### src/rtl/axi_rd_arbiter_pkg.sv
// rtl/axi_rd_arbiter_pkg.sv - shared types and constants for the AXI read arbiter
package axi_arb_pkg;

  localparam int ADDR_W = 32;
  localparam int DATA_W = 32;
  localparam int ID_W   = 4;

  localparam int ID_IFU = 0;
  localparam int ID_LSU = 1;
  localparam logic [1:0] AXI_RESP_OKAY = 2'b00;

  typedef enum logic [1:0] {IDLE, ADDR, DATA} state_e;
  typedef enum logic {M_IFU, M_LSU} master_e;

endpackage

### src/rtl/axi_rd_arbiter_if.sv
// rtl/axi_rd_arbiter_if.sv - AXI4 write-channel bundle (AW/W/B) carried through the arbiter
interface axi_rd_arbiter_if;
  import axi_arb_pkg::*;

  logic [ADDR_W-1:0]   awaddr;
  logic [ID_W-1:0]     awid;
  logic [7:0]          awlen;
  logic [2:0]          awsize;
  logic [1:0]          awburst;
  logic                awvalid;
  logic                awready;
  logic [DATA_W-1:0]   wdata;
  logic [DATA_W/8-1:0] wstrb;
  logic                wlast;
  logic                wvalid;
  logic                wready;
  logic [ID_W-1:0]     bid;
  logic [1:0]          bresp;
  logic                bvalid;
  logic                bready;

  modport master (
    output awaddr, awid, awlen, awsize, awburst, awvalid,
    output wdata, wstrb, wlast, wvalid, bready,
    input  awready, wready, bid, bresp, bvalid
  );

  modport slave (
    input  awaddr, awid, awlen, awsize, awburst, awvalid,
    input  wdata, wstrb, wlast, wvalid, bready,
    output awready, wready, bid, bresp, bvalid
  );

endinterface

### src/rtl/axi_rd_arbiter.sv
// rtl/axi_rd_arbiter.sv - round-robin IFU/LSU AXI4 read arbiter, one read outstanding,
// with LSU write channels passed straight through.
module axi_rd_arbiter
  import axi_arb_pkg::*;
#(
  parameter int ADDR_W = axi_arb_pkg::ADDR_W,
  parameter int DATA_W = axi_arb_pkg::DATA_W,
  parameter int ID_W   = axi_arb_pkg::ID_W
) (
  input  logic              i_clock,
  input  logic              i_reset,

  input  logic [ADDR_W-1:0] i_ifu_araddr,
  input  logic [7:0]        i_ifu_arlen,
  input  logic [2:0]        i_ifu_arsize,
  input  logic [1:0]        i_ifu_arburst,
  input  logic              i_ifu_arvalid,
  output logic              o_ifu_arready,
  output logic [DATA_W-1:0] o_ifu_rdata,
  output logic [1:0]        o_ifu_rresp,
  output logic              o_ifu_rlast,
  output logic              o_ifu_rvalid,
  input  logic              i_ifu_rready,

  input  logic [ADDR_W-1:0] i_lsu_araddr,
  input  logic [7:0]        i_lsu_arlen,
  input  logic [2:0]        i_lsu_arsize,
  input  logic [1:0]        i_lsu_arburst,
  input  logic              i_lsu_arvalid,
  output logic              o_lsu_arready,
  output logic [DATA_W-1:0] o_lsu_rdata,
  output logic [1:0]        o_lsu_rresp,
  output logic              o_lsu_rlast,
  output logic              o_lsu_rvalid,
  input  logic              i_lsu_rready,

  output logic [ADDR_W-1:0] o_axi_araddr,
  output logic [ID_W-1:0]   o_axi_arid,
  output logic [7:0]        o_axi_arlen,
  output logic [2:0]        o_axi_arsize,
  output logic [1:0]        o_axi_arburst,
  output logic              o_axi_arvalid,
  input  logic              i_axi_arready,
  input  logic [DATA_W-1:0] i_axi_rdata,
  input  logic [1:0]        i_axi_rresp,
  input  logic [ID_W-1:0]   i_axi_rid,
  input  logic              i_axi_rlast,
  input  logic              i_axi_rvalid,
  output logic              o_axi_rready,

  axi_rd_arbiter_if.slave   lsu_wr,
  axi_rd_arbiter_if.master  axi_wr,

  output logic              o_proto_err
);

  state_e            state_q, state_d;
  master_e           gnt_q, last_grant_q;
  logic [ADDR_W-1:0] araddr_q;
  logic [7:0]        arlen_q;
  logic [2:0]        arsize_q;
  logic [1:0]        arburst_q;
  logic [ID_W-1:0]   arid_q;
  logic [7:0]        beat_q;
  logic              proto_err_q;

  logic grant_ifu, grant_lsu, r_hs, route_ifu, route_lsu, err_hit;

  // On a tie the master that did not win last time gets the bus.
  assign grant_ifu = (state_q == IDLE) && i_ifu_arvalid && (!i_lsu_arvalid || last_grant_q == M_LSU);
  assign grant_lsu = (state_q == IDLE) && i_lsu_arvalid && (!i_ifu_arvalid || last_grant_q == M_IFU);
  assign r_hs      = i_axi_rvalid && o_axi_rready;
  assign err_hit   = r_hs && ((i_axi_rid != arid_q) || (i_axi_rlast != (beat_q == arlen_q)));

  always_ff @(posedge i_clock) begin
    if (!i_reset) begin
      state_q <= IDLE;
    end else begin
      state_q <= state_d;
    end
  end

  always_comb begin
    state_d = state_q;
    unique case (state_q)
      IDLE:    if (grant_ifu || grant_lsu) state_d = ADDR;
      ADDR:    if (i_axi_arready) state_d = DATA;
      DATA:    if (r_hs && i_axi_rlast) state_d = IDLE;
      default: state_d = IDLE;
    endcase
  end

  always_comb begin
    route_ifu     = (state_q == DATA) && (gnt_q == M_IFU);
    route_lsu     = (state_q == DATA) && (gnt_q == M_LSU);
    o_ifu_arready = grant_ifu;
    o_lsu_arready = grant_lsu;
    o_axi_arvalid = (state_q == ADDR);
    o_axi_rready  = (route_ifu && i_ifu_rready) || (route_lsu && i_lsu_rready);
    o_ifu_rvalid  = route_ifu && i_axi_rvalid;
    o_ifu_rlast   = route_ifu && i_axi_rlast;
    o_ifu_rdata   = route_ifu ? i_axi_rdata : '0;
    o_ifu_rresp   = route_ifu ? i_axi_rresp : AXI_RESP_OKAY;
    o_lsu_rvalid  = route_lsu && i_axi_rvalid;
    o_lsu_rlast   = route_lsu && i_axi_rlast;
    o_lsu_rdata   = route_lsu ? i_axi_rdata : '0;
    o_lsu_rresp   = route_lsu ? i_axi_rresp : AXI_RESP_OKAY;
  end

  always_ff @(posedge i_clock) begin
    if (!i_reset) begin
      gnt_q        <= M_IFU;
      last_grant_q <= M_IFU;
      araddr_q     <= '0;
      arlen_q      <= '0;
      arsize_q     <= '0;
      arburst_q    <= '0;
      arid_q       <= '0;
      beat_q       <= '0;
      proto_err_q  <= 1'b0;
    end else begin
      if (grant_lsu) begin
        gnt_q     <= M_LSU;
        araddr_q  <= i_lsu_araddr;
        arlen_q   <= i_lsu_arlen;
        arsize_q  <= i_lsu_arsize;
        arburst_q <= i_lsu_arburst;
        arid_q    <= ID_W'(ID_LSU);
        beat_q    <= '0;
      end else if (grant_ifu) begin
        gnt_q     <= M_IFU;
        araddr_q  <= i_ifu_araddr;
        arlen_q   <= i_ifu_arlen;
        arsize_q  <= i_ifu_arsize;
        arburst_q <= i_ifu_arburst;
        arid_q    <= ID_W'(ID_IFU);
        beat_q    <= '0;
      end
      if (r_hs) begin
        beat_q <= beat_q + 8'd1;
        if (i_axi_rlast) last_grant_q <= gnt_q;
      end
      // Sticky: only reset clears it; the transaction still ends on rlast.
      if (err_hit) proto_err_q <= 1'b1;
    end
  end

  assign o_axi_araddr  = araddr_q;
  assign o_axi_arid    = arid_q;
  assign o_axi_arlen   = arlen_q;
  assign o_axi_arsize  = arsize_q;
  assign o_axi_arburst = arburst_q;
  assign o_proto_err   = proto_err_q;

  assign axi_wr.awaddr  = lsu_wr.awaddr;
  assign axi_wr.awid    = lsu_wr.awid;
  assign axi_wr.awlen   = lsu_wr.awlen;
  assign axi_wr.awsize  = lsu_wr.awsize;
  assign axi_wr.awburst = lsu_wr.awburst;
  assign axi_wr.awvalid = lsu_wr.awvalid;
  assign axi_wr.wdata   = lsu_wr.wdata;
  assign axi_wr.wstrb   = lsu_wr.wstrb;
  assign axi_wr.wlast   = lsu_wr.wlast;
  assign axi_wr.wvalid  = lsu_wr.wvalid;
  assign axi_wr.bready  = lsu_wr.bready;
  assign lsu_wr.awready = axi_wr.awready;
  assign lsu_wr.wready  = axi_wr.wready;
  assign lsu_wr.bid     = axi_wr.bid;
  assign lsu_wr.bresp   = axi_wr.bresp;
  assign lsu_wr.bvalid  = axi_wr.bvalid;

endmodule

### src/flat_wrapper.sv
// flat-port wrapper written by rule: the top's interface ports become plain ports
module axi_rd_arbiter_flat import axi_arb_pkg::*;
#(
  parameter int ADDR_W = axi_arb_pkg::ADDR_W,
  parameter int DATA_W = axi_arb_pkg::DATA_W,
  parameter int ID_W   = axi_arb_pkg::ID_W
)
  (i_clock, i_reset, i_ifu_araddr, i_ifu_arlen, i_ifu_arsize, i_ifu_arburst, i_ifu_arvalid, o_ifu_arready, o_ifu_rdata, o_ifu_rresp, o_ifu_rlast, o_ifu_rvalid, i_ifu_rready, i_lsu_araddr, i_lsu_arlen, i_lsu_arsize, i_lsu_arburst, i_lsu_arvalid, o_lsu_arready, o_lsu_rdata, o_lsu_rresp, o_lsu_rlast, o_lsu_rvalid, i_lsu_rready, o_axi_araddr, o_axi_arid, o_axi_arlen, o_axi_arsize, o_axi_arburst, o_axi_arvalid, i_axi_arready, i_axi_rdata, i_axi_rresp, i_axi_rid, i_axi_rlast, i_axi_rvalid, o_axi_rready, o_proto_err, lsu_wr_awaddr, lsu_wr_awid, lsu_wr_awlen, lsu_wr_awsize, lsu_wr_awburst, lsu_wr_awvalid, lsu_wr_wdata, lsu_wr_wstrb, lsu_wr_wlast, lsu_wr_wvalid, lsu_wr_bready, lsu_wr_awready, lsu_wr_wready, lsu_wr_bid, lsu_wr_bresp, lsu_wr_bvalid, axi_wr_awaddr, axi_wr_awid, axi_wr_awlen, axi_wr_awsize, axi_wr_awburst, axi_wr_awvalid, axi_wr_wdata, axi_wr_wstrb, axi_wr_wlast, axi_wr_wvalid, axi_wr_bready, axi_wr_awready, axi_wr_wready, axi_wr_bid, axi_wr_bresp, axi_wr_bvalid);
  axi_rd_arbiter_if lsu_wr_i ();
  axi_rd_arbiter_if axi_wr_i ();
  input  logic i_clock;
  input  logic i_reset;
  input  logic [ADDR_W-1:0] i_ifu_araddr;
  input  logic [7:0] i_ifu_arlen;
  input  logic [2:0] i_ifu_arsize;
  input  logic [1:0] i_ifu_arburst;
  input  logic i_ifu_arvalid;
  output logic o_ifu_arready;
  output logic [DATA_W-1:0] o_ifu_rdata;
  output logic [1:0] o_ifu_rresp;
  output logic o_ifu_rlast;
  output logic o_ifu_rvalid;
  input  logic i_ifu_rready;
  input  logic [ADDR_W-1:0] i_lsu_araddr;
  input  logic [7:0] i_lsu_arlen;
  input  logic [2:0] i_lsu_arsize;
  input  logic [1:0] i_lsu_arburst;
  input  logic i_lsu_arvalid;
  output logic o_lsu_arready;
  output logic [DATA_W-1:0] o_lsu_rdata;
  output logic [1:0] o_lsu_rresp;
  output logic o_lsu_rlast;
  output logic o_lsu_rvalid;
  input  logic i_lsu_rready;
  output logic [ADDR_W-1:0] o_axi_araddr;
  output logic [ID_W-1:0] o_axi_arid;
  output logic [7:0] o_axi_arlen;
  output logic [2:0] o_axi_arsize;
  output logic [1:0] o_axi_arburst;
  output logic o_axi_arvalid;
  input  logic i_axi_arready;
  input  logic [DATA_W-1:0] i_axi_rdata;
  input  logic [1:0] i_axi_rresp;
  input  logic [ID_W-1:0] i_axi_rid;
  input  logic i_axi_rlast;
  input  logic i_axi_rvalid;
  output logic o_axi_rready;
  output logic o_proto_err;
  input wire logic [$bits(lsu_wr_i.awaddr)-1:0] lsu_wr_awaddr;
  input wire logic [$bits(lsu_wr_i.awid)-1:0] lsu_wr_awid;
  input wire logic [$bits(lsu_wr_i.awlen)-1:0] lsu_wr_awlen;
  input wire logic [$bits(lsu_wr_i.awsize)-1:0] lsu_wr_awsize;
  input wire logic [$bits(lsu_wr_i.awburst)-1:0] lsu_wr_awburst;
  input wire logic [$bits(lsu_wr_i.awvalid)-1:0] lsu_wr_awvalid;
  input wire logic [$bits(lsu_wr_i.wdata)-1:0] lsu_wr_wdata;
  input wire logic [$bits(lsu_wr_i.wstrb)-1:0] lsu_wr_wstrb;
  input wire logic [$bits(lsu_wr_i.wlast)-1:0] lsu_wr_wlast;
  input wire logic [$bits(lsu_wr_i.wvalid)-1:0] lsu_wr_wvalid;
  input wire logic [$bits(lsu_wr_i.bready)-1:0] lsu_wr_bready;
  output wire logic [$bits(lsu_wr_i.awready)-1:0] lsu_wr_awready;
  output wire logic [$bits(lsu_wr_i.wready)-1:0] lsu_wr_wready;
  output wire logic [$bits(lsu_wr_i.bid)-1:0] lsu_wr_bid;
  output wire logic [$bits(lsu_wr_i.bresp)-1:0] lsu_wr_bresp;
  output wire logic [$bits(lsu_wr_i.bvalid)-1:0] lsu_wr_bvalid;
  output wire logic [$bits(axi_wr_i.awaddr)-1:0] axi_wr_awaddr;
  output wire logic [$bits(axi_wr_i.awid)-1:0] axi_wr_awid;
  output wire logic [$bits(axi_wr_i.awlen)-1:0] axi_wr_awlen;
  output wire logic [$bits(axi_wr_i.awsize)-1:0] axi_wr_awsize;
  output wire logic [$bits(axi_wr_i.awburst)-1:0] axi_wr_awburst;
  output wire logic [$bits(axi_wr_i.awvalid)-1:0] axi_wr_awvalid;
  output wire logic [$bits(axi_wr_i.wdata)-1:0] axi_wr_wdata;
  output wire logic [$bits(axi_wr_i.wstrb)-1:0] axi_wr_wstrb;
  output wire logic [$bits(axi_wr_i.wlast)-1:0] axi_wr_wlast;
  output wire logic [$bits(axi_wr_i.wvalid)-1:0] axi_wr_wvalid;
  output wire logic [$bits(axi_wr_i.bready)-1:0] axi_wr_bready;
  input wire logic [$bits(axi_wr_i.awready)-1:0] axi_wr_awready;
  input wire logic [$bits(axi_wr_i.wready)-1:0] axi_wr_wready;
  input wire logic [$bits(axi_wr_i.bid)-1:0] axi_wr_bid;
  input wire logic [$bits(axi_wr_i.bresp)-1:0] axi_wr_bresp;
  input wire logic [$bits(axi_wr_i.bvalid)-1:0] axi_wr_bvalid;
  assign lsu_wr_i.awaddr = lsu_wr_awaddr;
  assign lsu_wr_i.awid = lsu_wr_awid;
  assign lsu_wr_i.awlen = lsu_wr_awlen;
  assign lsu_wr_i.awsize = lsu_wr_awsize;
  assign lsu_wr_i.awburst = lsu_wr_awburst;
  assign lsu_wr_i.awvalid = lsu_wr_awvalid;
  assign lsu_wr_i.wdata = lsu_wr_wdata;
  assign lsu_wr_i.wstrb = lsu_wr_wstrb;
  assign lsu_wr_i.wlast = lsu_wr_wlast;
  assign lsu_wr_i.wvalid = lsu_wr_wvalid;
  assign lsu_wr_i.bready = lsu_wr_bready;
  assign lsu_wr_awready = lsu_wr_i.awready;
  assign lsu_wr_wready = lsu_wr_i.wready;
  assign lsu_wr_bid = lsu_wr_i.bid;
  assign lsu_wr_bresp = lsu_wr_i.bresp;
  assign lsu_wr_bvalid = lsu_wr_i.bvalid;
  assign axi_wr_awaddr = axi_wr_i.awaddr;
  assign axi_wr_awid = axi_wr_i.awid;
  assign axi_wr_awlen = axi_wr_i.awlen;
  assign axi_wr_awsize = axi_wr_i.awsize;
  assign axi_wr_awburst = axi_wr_i.awburst;
  assign axi_wr_awvalid = axi_wr_i.awvalid;
  assign axi_wr_wdata = axi_wr_i.wdata;
  assign axi_wr_wstrb = axi_wr_i.wstrb;
  assign axi_wr_wlast = axi_wr_i.wlast;
  assign axi_wr_wvalid = axi_wr_i.wvalid;
  assign axi_wr_bready = axi_wr_i.bready;
  assign axi_wr_i.awready = axi_wr_awready;
  assign axi_wr_i.wready = axi_wr_wready;
  assign axi_wr_i.bid = axi_wr_bid;
  assign axi_wr_i.bresp = axi_wr_bresp;
  assign axi_wr_i.bvalid = axi_wr_bvalid;
  axi_rd_arbiter #(.ADDR_W(ADDR_W), .DATA_W(DATA_W), .ID_W(ID_W)) u_core (.i_clock(i_clock), .i_reset(i_reset), .i_ifu_araddr(i_ifu_araddr), .i_ifu_arlen(i_ifu_arlen), .i_ifu_arsize(i_ifu_arsize), .i_ifu_arburst(i_ifu_arburst), .i_ifu_arvalid(i_ifu_arvalid), .o_ifu_arready(o_ifu_arready), .o_ifu_rdata(o_ifu_rdata), .o_ifu_rresp(o_ifu_rresp), .o_ifu_rlast(o_ifu_rlast), .o_ifu_rvalid(o_ifu_rvalid), .i_ifu_rready(i_ifu_rready), .i_lsu_araddr(i_lsu_araddr), .i_lsu_arlen(i_lsu_arlen), .i_lsu_arsize(i_lsu_arsize), .i_lsu_arburst(i_lsu_arburst), .i_lsu_arvalid(i_lsu_arvalid), .o_lsu_arready(o_lsu_arready), .o_lsu_rdata(o_lsu_rdata), .o_lsu_rresp(o_lsu_rresp), .o_lsu_rlast(o_lsu_rlast), .o_lsu_rvalid(o_lsu_rvalid), .i_lsu_rready(i_lsu_rready), .o_axi_araddr(o_axi_araddr), .o_axi_arid(o_axi_arid), .o_axi_arlen(o_axi_arlen), .o_axi_arsize(o_axi_arsize), .o_axi_arburst(o_axi_arburst), .o_axi_arvalid(o_axi_arvalid), .i_axi_arready(i_axi_arready), .i_axi_rdata(i_axi_rdata), .i_axi_rresp(i_axi_rresp), .i_axi_rid(i_axi_rid), .i_axi_rlast(i_axi_rlast), .i_axi_rvalid(i_axi_rvalid), .o_axi_rready(o_axi_rready), .lsu_wr(lsu_wr_i), .axi_wr(axi_wr_i), .o_proto_err(o_proto_err));
endmodule
### config.mk
export PLATFORM = sky130hd
export DESIGN_NAME = axi_rd_arbiter_flat
export DESIGN_NICKNAME = d
export VERILOG_FILES = /design/src/rtl/axi_rd_arbiter_pkg.sv /design/src/rtl/axi_rd_arbiter_if.sv /design/src/rtl/axi_rd_arbiter.sv /design/src/flat_wrapper.sv
export SDC_FILE = /design/constraint.sdc
export NUM_CORES = 1
export LEC_CHECK = 0
export ABC_AREA = 0
export CAP_MARGIN = 10
export CORE_AREA = 2 2 180 182
export CTS_BUF_LIST = sky130_fd_sc_hd__clkbuf_8
export DETAILED_ROUTE_END_ITERATION = 8
export DIE_AREA = 0 0 182 184
export DONT_BUFFER_PORTS = 1
export GPL_TIMING_DRIVEN = 0
export PLACE_DENSITY = 0.3
export SKIP_CTS_REPAIR_TIMING = 1
export SLEW_MARGIN = 20
export SYNTH_ARGS = -nofsm -noshare
export SYNTH_HDL_FRONTEND = slang
export SYNTH_SLANG_ARGS = --single-unit
export TNS_END_PERCENT = 100
### constraint.sdc
create_clock -name i_clock -period 3.95 [get_ports i_clock]
set_clock_uncertainty 0.2 [all_clocks]
set_input_delay 0.5925 -clock i_clock [delete_from_list [all_inputs] [get_ports i_clock]]
set_output_delay 0.5925 -clock i_clock [all_outputs]
set_load 0.02 [all_outputs]
**After elaboration in Yosys (flattened, before gate mapping)**

Index checks and enable logic that the tools add are counted.

- Flip-flop bits (word level): 59
- Input bits: 235
- Output and inout bits: 224
- Logic and storage cells: 71

- $add $sub $neg: 1
- Equal/unequal tests: 8
- Mux-type cells: 23
- Bitwise operators: 2
- Reduce and logical (&&, ||, !) cells: 27

Operators by type and width:

| operator | number |
|---|---|
| two-way mux 32 bit | 4 |
| two-way mux 8 bit | 5 |
| logical AND 1 bit | 15 |
| two-way mux 2 bit | 7 |
| adder 8 x 1 -> 8 bit (second input constant) | 1 |
| == test 8 bit | 1 |
| two-way mux 3 bit | 2 |
| case mux 2 bit (3 select lines) | 1 |
| logical OR 1 bit | 5 |
| two-way mux 1 bit | 4 |
| inequality test 2 x 1 -> 1 bit (second input constant) | 2 |
| inequality test 4 x 1 -> 1 bit | 1 |
| AND reduction 3 bit | 1 |
| nonzero test 3 bit | 1 |
| == test 2 x 1 -> 1 bit (second input constant) | 1 |
| == test 2 bit (second input constant) | 1 |
| zero test 1 bit | 2 |
| zero test 2 bit | 1 |
| inequality test 2 bit (second input constant) | 1 |
| NOT 1 bit | 2 |
| AND reduction 2 bit | 1 |
| nonzero test 2 bit | 1 |
| inequality test 1 bit | 1 |

**Depth between registers and ports, before layout**

Gate-level depths: netlist of the first run.

- Word-level depth: 8
- Mapped depth: 6
- Depth with buffers taken out: 5

**Least setup slack after synthesis of the first run**

Ideal clock, no wire load.

- Path kind: reg2out
- From: register, netlist name u_core.o_axi_arid[0]
- To: output port o_lsu_rdata[10]
- Arrival time: 1.274 ns
- Data required time: 3.157 ns
- Slack: 1.884 ns
- Stages on the path, launching flop included: 6
- Buffers on the path: 2
- Cell sequence: dfxtp_1 -> buf_4 -> inv_1 -> nor2_1 -> clkbuf_1 -> and2_1

RTL lines:

| what | line | source |
|---|---|---|
| end, declared | flat_wrapper.sv:30 | `output logic [DATA_W-1:0] o_lsu_rdata;` |

**Final worst setup path of the first run**

- From: register u_core.state_q[1]
- To: output port o_ifu_rdata[21]

- Longest elaborated chain between the ends: 3

RTL lines:

| what | line | source |
|---|---|---|
| start, declared | axi_rd_arbiter.sv:57 | `state_e state_q, state_d;` |
| start signal, assigned | axi_rd_arbiter.sv:79 | `state_q <= state_d;` |
| == test 2 bit | axi_rd_arbiter.sv:94 | `route_ifu = (state_q == DATA) && (gnt_q == M_IFU);` |
| logical AND 1 bit | axi_rd_arbiter.sv:94 |  |
| two-way mux 32 bit | axi_rd_arbiter.sv:102 | `o_ifu_rdata = route_ifu ? i_axi_rdata : '0;` |
| end, declared | flat_wrapper.sv:19 | `output logic [DATA_W-1:0] o_ifu_rdata;` |

Every way passes these cells.

==> reports/results.ini, run 1 <==
[outcome]
status=finished, final reports clean

[global_route]
grt_start_max_net_pins=12
grt_pass1_vias=3171
grt_use_total_pct=9.09
grt_pass1_wl_um=21700
antenna_found_initial=2
grt_overflow=0

[detailed_routing]
routed_wl_um=16700
vias=3411
drt_pre_antenna_iters=4
postRouteAntennaNets=0
routed_via_density=3.79
drc=0
dr.first_iter.drc_count=84
routedWlPerCell_um=18.5

[cts]
root_buffer=clkbuf_8
cts_max_level=3
clock_sinks=58
cts_max_path_buffers=2
numCtsBuffers=9
cts_tree=done
clk_pin_slew_ns=0.08
worst_skew_pair.late_latency_ns=0.36

[pwr]
vdd_ir_drop_max_mv=0.170
power_mw=1.96
power.leakage_nw=2.08
cellPowerDensity_nw_per_um2=409

[yosys]
postSynthCellCount=478
ys_types=42
synth_area_per_cell_um2=8.46
synth_top_flop_cell=dfxtp_1
synth_seq_cells=58
ys_async_sr_fraction_pct=0
ys_seq_area_share_pct=28.7
synth_edf_count=0
yosysWarnings=0
netlist_area_um2=4050

[timing]
tns_ns=0
rsz0062_at_grt=no
hold_slack_ns=0.152
drv_slew=0
setup_violations=0
fmax_mhz=304
worst_slew_pin_slew_ns=0.655
fin_crit_sh_pct=83.2
layout_min_cycle_time_ns=3.29
relSlewSlack_pct=56.3
hold_viol=0

[floorplan]
die_w_um=182
core_um2=31400
start_util_pct=12.9
rows=65
die-area_um2=33500
die_h_um=184
io_pins=459

[setup_path]
r2r_slack_ns=1.75
r2r_end=u_core.o_axi_arburst[0]
arrival_ns=2.49
start_kind=flip-flop
startpoint=u_core.state_q[1]
crit_fanout=10
path_class=flip-flop to output pin
cp-end-kind=output pin
r2r_cells=6
cp.required_ns=3.16
r2r-start=u_core.state_q[1]

[finish]
final_cell_area_um2=4790
area_growth_pct=18.4
drive_gt1_share_pct=27.4
final_nets=727
seq_area_um2=1160
multi_input_area_um2=1960
fillers=3518
postLayoutCoreUtil_pct=15.3

[worst_hold_path]
hold_path_class=primary input to flip-flop
worstHoldEndpoint=u_core.state_q[1]
worstHoldStart=i_reset
hold_path_depth=1

[run]
cap_violations=0

[place]
dpl_cell_area_um2=4560
routabilityCongestion=0.662
portBuffers=0
hpwl_um=14000

## worst max-delay path, cell delays in order (launching register included)
cell	delay, ns
dfxtp_1	0.52
nand2b_1	0.18
nor2_1	0.52
clkbuf_1	0.45
and2_1	0.45
## sequential cells by signal, summed over array words and instances (netlist names)
register / count
u_core.o_axi_arlen: 8
u_core.o_proto_err: 1
u_core.beat_q: 8
u_core.o_axi_arid: 1
u_core.o_axi_arsize: 3
u_core.last_grant_q: 1
u_core.state_q: 2
u_core.o_axi_araddr: 32
u_core.o_axi_arburst: 2
## where the power goes
group	internal, mW	switching (mW)
Clock	0.374	0.294
Combinational	0.192	0.309
Sequential	0.650	0.140
## how the worst max path moves through the flow
stage,endpoint,slack (ns),cells after the start
after floorplan,o_lsu_rdata[10],1.88,5
after global placement,o_ifu_rdata[21],1.09,4
after detailed placement,o_lsu_rdata[11],1.02,4
after CTS,o_lsu_rdata[11],0.59,4
after global routing,o_lsu_rdata[15],0.52,4
final,o_ifu_rdata[21],0.66,4
## cells in the final DEF (no fill, tap or decap), drive strengths merged, types with 2 or more instances in the layout
cell type / instances
nand3b: 2
nor3: 5
nor4: 4
and3: 4
clkinvlp: 2
nand2b: 3
nand2: 3
and2: 73
bufinv: 2
nor2: 53
xnor2: 2
buf: 114
a311oi: 2
o21ai: 3
clkbuf: 27
mux2i: 47
diode: 3
a211oi: 47
nor3b: 3
conb: 3
xor2: 9
nand3: 4
a21oi: 8
dfxtp: 58
inv: 5
## Yosys cell counts (all sizes together), types with 2 or more instances
| library cell | n | area (µm²) |
|---|---|---|
| nand2 | 3 | 11.3 |
| and3 | 4 | 25.0 |
| nand3b | 2 | 15.0 |
| nor3b | 3 | 22.5 |
| nor3 | 5 | 35.0 |
| mux2i | 47 | 483 |
| a311oi | 2 | 17.5 |
| dfxtp | 58 | 1160 |
| nor2 | 53 | 201 |
| nand2b | 3 | 18.8 |
| buf | 114 | 855 |
| xnor2 | 2 | 17.5 |
| xor2 | 9 | 78.8 |
| a211oi | 47 | 353 |
| inv | 4 | 15.0 |
| nor4 | 4 | 31.3 |
| clkbuf | 17 | 63.8 |
| and2 | 73 | 457 |
| o21ai | 3 | 15.0 |
| a21oi | 8 | 40.0 |
| nand3 | 4 | 20.0 |
## layout make-up
class / instances / area share, %
multi-input cells: 287 / 40.9
clock buffers: 10 / 2.87
plain buffers: 131 / 19.2
well taps: 402 / 10.5
clock inverters: 6 / 1.85
flip-flops and latches: 58 / 24.2
diodes: 3 / 0.157
inverters: 4 / 0.313
## routing by layer
metal | track usage (%) | vias to the layer above | wire [µm]
met5 | 0 | - | 0
li1 | - | 1552 | -
met3 | 2.56 | 20 | 1320
met4 | 4.03 | 0 | 485
met1 | 8.92 | 1558 | 5790
met2 | 17.7 | 281 | 9070
## metrics by stage
stage / std cells / setup slack [ns]
2_1_floorplan: 480 / 1.88
3_3_place_gp: 882 / 1.09
3_5_place_dp: 882 / 1.02
4_1_cts: 898 / 0.594
5_1_grt: 900 / 0.525
6_report: 901 / 0.665
## kinds of logic after synthesis
kind of cell,Yosys count,synth area share (%)
XOR/XNOR,11,2.38
flip-flops,58,28.7
multiplexers,48,12.2
other,1,0.0927
AO/OA/AOI/OAI,66,11.8
buffers and inverters,135,23.1
AND/OR/NAND/NOR,158,21.4
adder cells (fa/ha/maj),1,0.309
Note: power is estimated with default switching activity, not from simulation.
==> run 2, diff against run 1 <==
- clock period: 3.95 -> 3 ns (I/O delays scaled with it)
==> run 2 against run 1 <==
Effect of this change:
- routed wire length fell by 0.27%
- flip-flop and latch count is the same
- critical path depth did not move
- die area stayed put
- register-to-register slack got worse by 0.97 ns
- sequential share of layout area is 0.095 points lower
- first-iteration DRC count rose by 1.2%
- via count increased by 0.29%
- critical path type unchanged
- largest cell class unchanged
==> reports/results.ini, run 2 (synthesized netlist as in run 1, its figures left out) <==
[detailed_routing]
vias=3421
dr.first_iter.drc_count=85
drt_pre_antenna_iters=6
routedWlPerCell_um=18.4
drc=0
routed_via_density=3.79
postRouteAntennaNets=0
routed_wl_um=16600

[worst_hold_path]
hold_path_depth=1
hold_path_class=primary input to flip-flop
worstHoldEndpoint=u_core.beat_q[1]
worstHoldStart=i_reset

[cts]
numCtsBuffers=9
worst_skew_pair.late_latency_ns=0.36
cts_max_path_buffers=2
root_buffer=clkbuf_8
clk_pin_slew_ns=0.08
clock_sinks=58
cts_tree=done
cts_max_level=3

[timing]
worst_slew_pin_slew_ns=0.657
hold_viol=0
setup_violations=0
tns_ns=0
fin_crit_sh_pct=94.5
layout_min_cycle_time_ns=2.83
fmax_mhz=353
relSlewSlack_pct=56.1
drv_slew=0
rsz0062_at_grt=no

[finish]
largest_register_ff_count=32
area_growth_pct=18.9
final_cell_area_um2=4810
drive_gt1_share_pct=28.4
final_nets=728
layout_common_cells=buf_4, and2_1, dfxtp_1
final_cell_count_no_fill=902
final_common_cell=buf_4
postLayoutCoreUtil_pct=15.3

[floorplan]
die-area_um2=33500
core_um2=31400
die_h_um=184
die_w_um=182
start_util_pct=12.9
rows=65
io_pins=459

[setup_path]
arrival_ns=2.18
cp.required_ns=2.35
r2r_end=u_core.o_axi_arburst[0]
crit_fanout=10
r2r-start=u_core.state_q[1]
r2r_slack_ns=0.78
path_class=flip-flop to output pin
start_kind=flip-flop
cp-end-kind=output pin
r2r_cells=6

[place]
portBuffers=0
hpwl_um=14000
dp.cells=882
dpl_cell_area_um2=4560
routabilityCongestion=0.662

[run]
cap_violations=0

[global_route]
grt_overflow=0
grt_pass1_vias=3171
grt_use_total_pct=9.09
antenna_found_initial=2
grt_start_max_net_pins=12
grt_pass1_wl_um=21700

[pwr]
vdd_ir_drop_max_mv=0.223
cellPowerDensity_nw_per_um2=536
power_mw=2.58
power.leakage_nw=2.09

[outcome]
status=finished, final reports clean

## run 2: cell types whose count changed in the layout (fill, tap and decap cells not counted)
cell	change
clkbuf_1	-3
clkbuf_2	+3
dlygate4sd3_1	+1
nor2_1	-2
nor2_2	+2
## run 2: critical path, cell delays in order, from the launching register on
cell      delay [ns]
dfxtp_1         0.52
nand2b_1        0.20
nor2_2          0.35
clkbuf_2        0.33
and2_1          0.41
## run 2: cell type report
type	instances	area (µm²)
multi-input combinational	287	1960
clock buffer	10	138
timing repair buffer	1	10.0
sequential	58	1160
clock inverter	6	88.8
buffer	131	922
inverter	4	15.0
tap	402	503
fill	3517	26600
antenna	3	7.51
## run 2: stage by stage
stage | hold slack [ns] | worst slack, ns
6_report | 0.0152 | 0.166
5_1_grt | 0.00536 | 0.0550
4_1_cts | -0.0209 | -0.214
2_1_floorplan | 0.274 | 1.08
3_3_place_gp | 0.310 | 0.282
3_5_place_dp | 0.304 | 0.209
## run 2: how the worst max path moves through the flow
stage,start,to,cells past startpoint
CTS,u_core.state_q[1],o_lsu_rdata[11],4
global placement,u_core.state_q[1],o_ifu_rdata[21],4
finish,u_core.state_q[1],o_ifu_rdata[22],4
global route,u_core.state_q[1],o_ifu_rdata[21],4
detailed placement,u_core.state_q[1],o_lsu_rdata[11],4
floorplan,u_core.o_axi_arid[0],o_lsu_rdata[10],5
## run 2: where the power goes
| group | internal (mW) | switching (mW) | total (mW) |
|---|---|---|---|
| registers | 0.855 | 0.184 | 1.04 |
| logic | 0.254 | 0.407 | 0.661 |
| clock network | 0.492 | 0.385 | 0.877 |
| total | 1.60 | 0.977 | 2.58 |
## run 2: routing by layer
| layer | part of all wire (%) | vias to the layer above | wire (µm) | track usage, % |
|---|---|---|---|---|
| met1 | 35 | 1561 | 5820 | 8.92 |
| met4 | 2.8 | 0 | 469 | 4.03 |
| met2 | 55 | 285 | 9060 | 17.7 |
| met3 | 7.6 | 19 | 1260 | 2.56 |
| li1 | - | 1556 | - | - |
| met5 | 0 | - | 0 | 0 |
